`config.mk`:
```
export PLATFORM = sky130hd
export DESIGN_NAME = gpio_input_28pins
export DESIGN_NICKNAME = d
export VERILOG_FILES = /design/src/rtl/gpio_in_pkg.sv /design/src/rtl/gpio_in_sync.sv /design/src/rtl/gpio_input_28pins.sv
export SDC_FILE = /design/constraint.sdc
export NUM_CORES = 1
export LEC_CHECK = 0
export CAP_MARGIN = 20
export CORE_MARGIN = 1.5
export CORE_UTILIZATION = 40
export CTS_CLUSTER_DIAMETER = 50
export DETAILED_ROUTE_END_ITERATION = 12
export GPL_TIMING_DRIVEN = 0
export RECOVER_POWER = 50
export SYNTH_ARGS = -nofsm -noshare
export SYNTH_HDL_FRONTEND = slang
export SYNTH_HIERARCHICAL = 1
export SYNTH_SLANG_ARGS = --single-unit
export TNS_END_PERCENT = 10
```
`constraint.sdc`:
```
create_clock -name clk -period 2.2 [get_ports clk]
set_input_delay 0.44 -clock clk [delete_from_list [all_inputs] [get_ports clk]]
set_output_delay 0.44 -clock clk [all_outputs]
set_load 0.01 [all_outputs]
```
`src/rtl/gpio_in_pkg.sv`:
```
// Shared definitions for the GPIO input block: byte offsets of the register map.
package gpio_in_pkg;

  localparam logic [4:0] OFS_DATA     = 5'h00;
  localparam logic [4:0] OFS_RISE_EN  = 5'h04;
  localparam logic [4:0] OFS_FALL_EN  = 5'h08;
  localparam logic [4:0] OFS_STATUS   = 5'h0C;
  localparam logic [4:0] OFS_DEBOUNCE = 5'h10;
  localparam logic [4:0] OFS_IRQ_EN   = 5'h14;

endpackage

```
`src/rtl/gpio_in_sync.sv`:
```
// Multi-stage flop chain bringing asynchronous pins into the clk domain.
module gpio_in_sync #(
  parameter int unsigned NPINS  = 28,
  parameter int unsigned STAGES = 2
) (
  input  logic             clk,
  input  logic             reset,
  input  logic [NPINS-1:0] d,
  output logic [NPINS-1:0] q
);

  logic [NPINS-1:0] chain [STAGES];

  always_ff @(posedge clk) begin
    if (reset) begin
      for (int i = 0; i < STAGES; i++) chain[i] <= '0;
    end else begin
      chain[0] <= d;
      for (int i = 1; i < STAGES; i++) chain[i] <= chain[i-1];
    end
  end

  assign q = chain[STAGES-1];

endmodule

```
`src/rtl/gpio_input_28pins.sv`:
```
// Memory-mapped GPIO input peripheral: sync, debounce, sticky edge events, irq and read mux.
module gpio_input_28pins
  import gpio_in_pkg::*;
#(
  parameter int unsigned NPINS       = 28,
  parameter int unsigned SYNC_STAGES = 2,
  parameter int unsigned DB_W        = 16
) (
  input  logic             clk,
  input  logic             reset,
  input  logic [4:0]       IOAdr,
  input  logic [31:0]      WriteIO,
  input  logic             IOWrite,
  output logic [31:0]      ReadIO,
  input  logic [NPINS-1:0] pins_in,
  output logic             irq
);

  logic [NPINS-1:0] sync;
  logic [NPINS-1:0] db_q, db_d;
  logic [NPINS-1:0] samp_q, samp_d;
  logic [NPINS-1:0] rise_en_q, rise_en_d;
  logic [NPINS-1:0] fall_en_q, fall_en_d;
  logic [NPINS-1:0] status_q, status_d;
  logic [NPINS-1:0] irq_en_q, irq_en_d;
  logic [DB_W-1:0]  deb_q, deb_d;
  logic [DB_W-1:0]  cnt_q, cnt_d;
  logic             irq_d;
  logic [NPINS-1:0] rise, fall, clr, stable;
  logic             tick;
  logic [4:0]       word_adr;
  logic             wr_rise, wr_fall, wr_status, wr_deb, wr_irq_en;
  logic             unused_bits;

  gpio_in_sync #(
    .NPINS  (NPINS),
    .STAGES (SYNC_STAGES)
  ) u_sync (
    .clk   (clk),
    .reset (reset),
    .d     (pins_in),
    .q     (sync)
  );

  // Byte-lane bits of the address and store data above the register width carry no meaning.
  assign unused_bits = ^{IOAdr[1:0], WriteIO};

  assign word_adr  = {IOAdr[4:2], 2'b00};
  assign wr_rise   = IOWrite && (word_adr == OFS_RISE_EN);
  assign wr_fall   = IOWrite && (word_adr == OFS_FALL_EN);
  assign wr_status = IOWrite && (word_adr == OFS_STATUS);
  assign wr_deb    = IOWrite && (word_adr == OFS_DEBOUNCE);
  assign wr_irq_en = IOWrite && (word_adr == OFS_IRQ_EN);

  always_comb begin
    rise_en_d = wr_rise   ? WriteIO[NPINS-1:0] : rise_en_q;
    fall_en_d = wr_fall   ? WriteIO[NPINS-1:0] : fall_en_q;
    irq_en_d  = wr_irq_en ? WriteIO[NPINS-1:0] : irq_en_q;
    deb_d     = wr_deb    ? WriteIO[DB_W-1:0]  : deb_q;

    // Counter runs 0..N and wraps; the wrap is the sample tick.
    tick   = (cnt_q == deb_q);
    cnt_d  = tick ? '0 : cnt_q + DB_W'(1);
    samp_d = tick ? sync : samp_q;
    if (wr_deb) cnt_d = '0;

    // A bit is accepted only when the current tick agrees with the previous one.
    stable = ~(sync ^ samp_q);
    db_d   = db_q;
    if (deb_q == '0) begin
      db_d = sync;
    end else if (tick) begin
      db_d = (sync & stable) | (db_q & ~stable);
    end

    rise     = ~db_q & db_d & rise_en_q;
    fall     = db_q & ~db_d & fall_en_q;
    clr      = wr_status ? WriteIO[NPINS-1:0] : '0;
    status_d = (status_q & ~clr) | rise | fall;

    irq_d = |(status_q & irq_en_q);
  end

  always_ff @(posedge clk) begin
    if (reset) begin
      db_q      <= '0;
      samp_q    <= '0;
      rise_en_q <= '0;
      fall_en_q <= '0;
      status_q  <= '0;
      irq_en_q  <= '0;
      deb_q     <= '0;
      cnt_q     <= '0;
      irq       <= 1'b0;
    end else begin
      db_q      <= db_d;
      samp_q    <= samp_d;
      rise_en_q <= rise_en_d;
      fall_en_q <= fall_en_d;
      status_q  <= status_d;
      irq_en_q  <= irq_en_d;
      deb_q     <= deb_d;
      cnt_q     <= cnt_d;
      irq       <= irq_d;
    end
  end

  always_comb begin
    ReadIO = '0;
    case (word_adr)
      OFS_DATA:     ReadIO[NPINS-1:0] = db_q;
      OFS_RISE_EN:  ReadIO[NPINS-1:0] = rise_en_q;
      OFS_FALL_EN:  ReadIO[NPINS-1:0] = fall_en_q;
      OFS_STATUS:   ReadIO[NPINS-1:0] = status_q;
      OFS_DEBOUNCE: ReadIO[DB_W-1:0]  = deb_q;
      OFS_IRQ_EN:   ReadIO[NPINS-1:0] = irq_en_q;
      default:      ReadIO = '0;
    endcase
  end

endmodule

```
==> results.toml <==
[sta]
timing.final.max_slew_violations = 0
timing.final.ws_setup_ns = -0.0125
finalWorstPathRequiredPeriod_ns = 2.21
timing.setup.tns_ns = -0.0372
max_freq_mhz = 452
post-route-period-util_pct = 101
tightest_slew_ns = 0.780
rsz0062_at_grt = "yes"
skew_ns = 0.0120
hold_viol_final = 0
setup_viol = 5
hold-worst-slack_ns = 0.142
slew_headroom_pct = 48.0

[clocking]
clockBufferDepth = 3
cts.htree.levels = 2
cts_hold_buffers = 0
cts_tree = "done"
ctsRootBufferMaster = "sky130_fd_sc_hd__clkbuf_16"
clkTransAtPathRegs_ns = 0.05
cts-buffers-inserted = 35
clock_insertion_delay_worst_skew_ns = 0.52
clkSinkCount = 257

[synth]
yosysMostFrequentCell = "sky130_fd_sc_hd__nand2_1"
synth_flop_cell = "sky130_fd_sc_hd__dfxtp_1"
ys.warnings.count = 6
synth_top_cells_by_count = "sky130_fd_sc_hd__nand2_1, sky130_fd_sc_hd__dfxtp_1, sky130_fd_sc_hd__a21oi_1"
seq_area_frac_synth_pct = 41.5
synth_async_sr_flop_share_pct = 0
synth_area_leader_cell = "sky130_fd_sc_hd__dfxtp_1"
post_synthesis_area_per_instance_sq_um = 8.25
synth_seq_cells = 257
synthesis.instances = 1502
synth-edff-count = 0
ys_top_cells_by_area = "sky130_fd_sc_hd__dfxtp_1, sky130_fd_sc_hd__nand2_1, sky130_fd_sc_hd__a21oi_1"
synthesis.area_sq_um = 12400
synth_cell_types = 48
share_of_the_synthesized_area_in_the_top_cell_type_pct = 41.5

[global_route]
met1_usage_pct = 38.6
grt_most_used_layer = "met2"
first_global_vias = 11100
global_route.overflow_total = 0
global_route.usage.met2_pct = 41.7
grt_start_max_net_pins = 14
grt.total_usage_pct = 27.8
grt_antenna_before_repair = 0
grt_use_met3_pct = 4.58
grt_first_pass_wirelength_um = 66900

[setup_path]
timing.critical_path.slowest_stage_cell = "sky130_fd_sc_hd__a211oi_2"
critPathCaptureType = "output pin"
cp_max_fo = 10
critical_path_required_ns = 1.76
crit_type = "in2out"
worstPathCellList = "buf_4 -> buf_12 -> buf_12 -> buf_12 -> clkbuf_8 -> a211oi_2 -> a21oi_2 -> clkdlybuf4s15_2"
timing.critical_path.arrival_ns = 1.77
max_stage_delay_ns = 0.27
rrSetupSlack_ns = -0.01
path_delay_family = "buffers and inverters"
critical-path-top-cell-by-count = "sky130_fd_sc_hd__buf_12"
startpoint_type = "input pin"
worstPathBufferInverterCount = 6

[die]
rows = 64
die_area_sq_um = 32000
die_height_um = 179
top_level_i_o_count = 101
fp.coreArea_sq_um = 30500
die_x_um = 179
initial_core_util_pct = 40.6

[pwr]
total_leakage_power_nw = 5.46
peakVddDrop_mv = 0.505
power_density_nw_per_um2 = 822

[run_status]
outcome = "finished, violations left"
failed_checks = "setup timing"

[drt]
ant_nets = 0
avgViaCountPerCell = 5.74
route.final.wire_length_um = 44400
detailedRoute.firstPassIterationCount = 6
detailroute.via_count = 11800
drt_initial_violations = 1197
detail_route.wl_per_cell_um = 21.5
drt_drc_violations_left = 0

[placed_design]
placement.setup.worst_slack_ns = -1.71
place_hpwl_um = 33000
place_congestion = 1.03
place_area_sq_um = 13800
port-buffer-count = 87

[layout]
antenna_cells = 0
post_route_cells_drive_above_1_share_pct = 17.4
postLayoutCoreUtil_pct = 50.5
design_area_sq_um = 15400
layout.nets = 1714
flow.area_growth_from_synthesis_pct = 24.3

[min_path]
hold_path_class = "in2reg"

[run]
max_cap_viol_count = 0
## logic make-up after synthesis
group,Yosys count,synth area share (%)
other,1,0.0303
xor gates and xnor gates,30,2.12
adders and majority gates,1,0.101
DFF,257,41.5
and+or+nand+nor,582,22.6
AOI/OAI and AO/OA,421,21.4
buffers and inverters,155,7.06
muxes,55,5.18
## placed cells by master (no fill, tap or decap), types with 28 or more instances in the layout
cell type | netlist | layout
sky130_fd_sc_hd__a21oi_1 | 139 | 133
sky130_fd_sc_hd__a22o_1 | 32 | 32
sky130_fd_sc_hd__a22oi_1 | 39 | 36
sky130_fd_sc_hd__a31oi_1 | 57 | 57
sky130_fd_sc_hd__buf_2 | 23 | 29
sky130_fd_sc_hd__buf_4 | 36 | 51
sky130_fd_sc_hd__clkbuf_1 | 69 | 55
sky130_fd_sc_hd__clkbuf_16 | 0 | 37
sky130_fd_sc_hd__clkdlybuf4s50_1 | 0 | 30
sky130_fd_sc_hd__dfxtp_1 | 257 | 240
sky130_fd_sc_hd__dlygate4sd3_1 | 0 | 28
sky130_fd_sc_hd__mux2i_1 | 45 | 43
sky130_fd_sc_hd__nand2_1 | 334 | 334
sky130_fd_sc_hd__nand2b_1 | 30 | 29
sky130_fd_sc_hd__nand4_1 | 33 | 33
sky130_fd_sc_hd__nor2_1 | 50 | 48
sky130_fd_sc_hd__nor2b_1 | 31 | 36
sky130_fd_sc_hd__o21a_1 | 28 | 28
sky130_fd_sc_hd__o21ai_0 | 51 | 43
sky130_fd_sc_hd__o22ai_1 | 37 | 31
sky130_fd_sc_hd__o2bb2ai_1 | 28 | 28
## layout make-up
cell class	count	area, sq um
Clock inverter	21	204
Inverter	8	30.0
Sequential cell	257	5170
Fill cell	2893	15100
Buffer	147	1040
Multi-Input combinational cell	1093	6570
Timing Repair Buffer	103	950
Clock buffer	40	936
Tap cell	396	495
## registers in the layout, indices dropped and copies added (netlist names)
name / flops
samp_q: 28
db_q: 28
fall_en_q: 28
irq_en_q: 28
status_q: 28
irq: 1
cnt_q: 16
rise_en_q: 28
u_sync/chain: 56
deb_q: 16
## power by group
part           switching [W]  total [W]  internal, W
Sequential          0.000169    0.00498      0.00481
Combinational        0.00134    0.00210     0.000757
Clock                0.00225    0.00558      0.00333
## metrics by stage
step,cells,power (W)
5_1_grt,2065,0.0131
3_5_place_dp,1988,0.00701
2_1_floorplan,1505,0.00626
3_3_place_gp,1988,0.00701
6_report,2065,0.0127
4_1_cts,2060,0.0127
## final timing paths
kind | depth (start not counted) | endpoint | startpoint
setup / recovery | 8 | ReadIO[5] | IOAdr[2]
hold / removal | 2 | u_sync/chain[0][2]$_SDFF_PP0_ | reset
setup reg to reg | 8 | db_q[6]$_SDFF_PP0_ | deb_q[8]$_SDFFE_PP0P_
hold reg to reg | 1 | u_sync/chain[0][35]$_SDFF_PP0_ | u_sync/chain[0][7]$_SDFF_PP0_
## routing by layer
layer / vias up / share of wire, %
met5: - / 0
met4: 0 / 4.3
met3: 113 / 10
met2: 666 / 43
met1: 5512 / 43
li1: 5553 / -
## what timing repair did
action	CTS	global route
gates resized for setup	197	46
pin swaps	9	7
buffers inserted	9	5
setup endpoints to repair	128	82
gates cloned	2	0
Power figures use the tool's default switching activity.
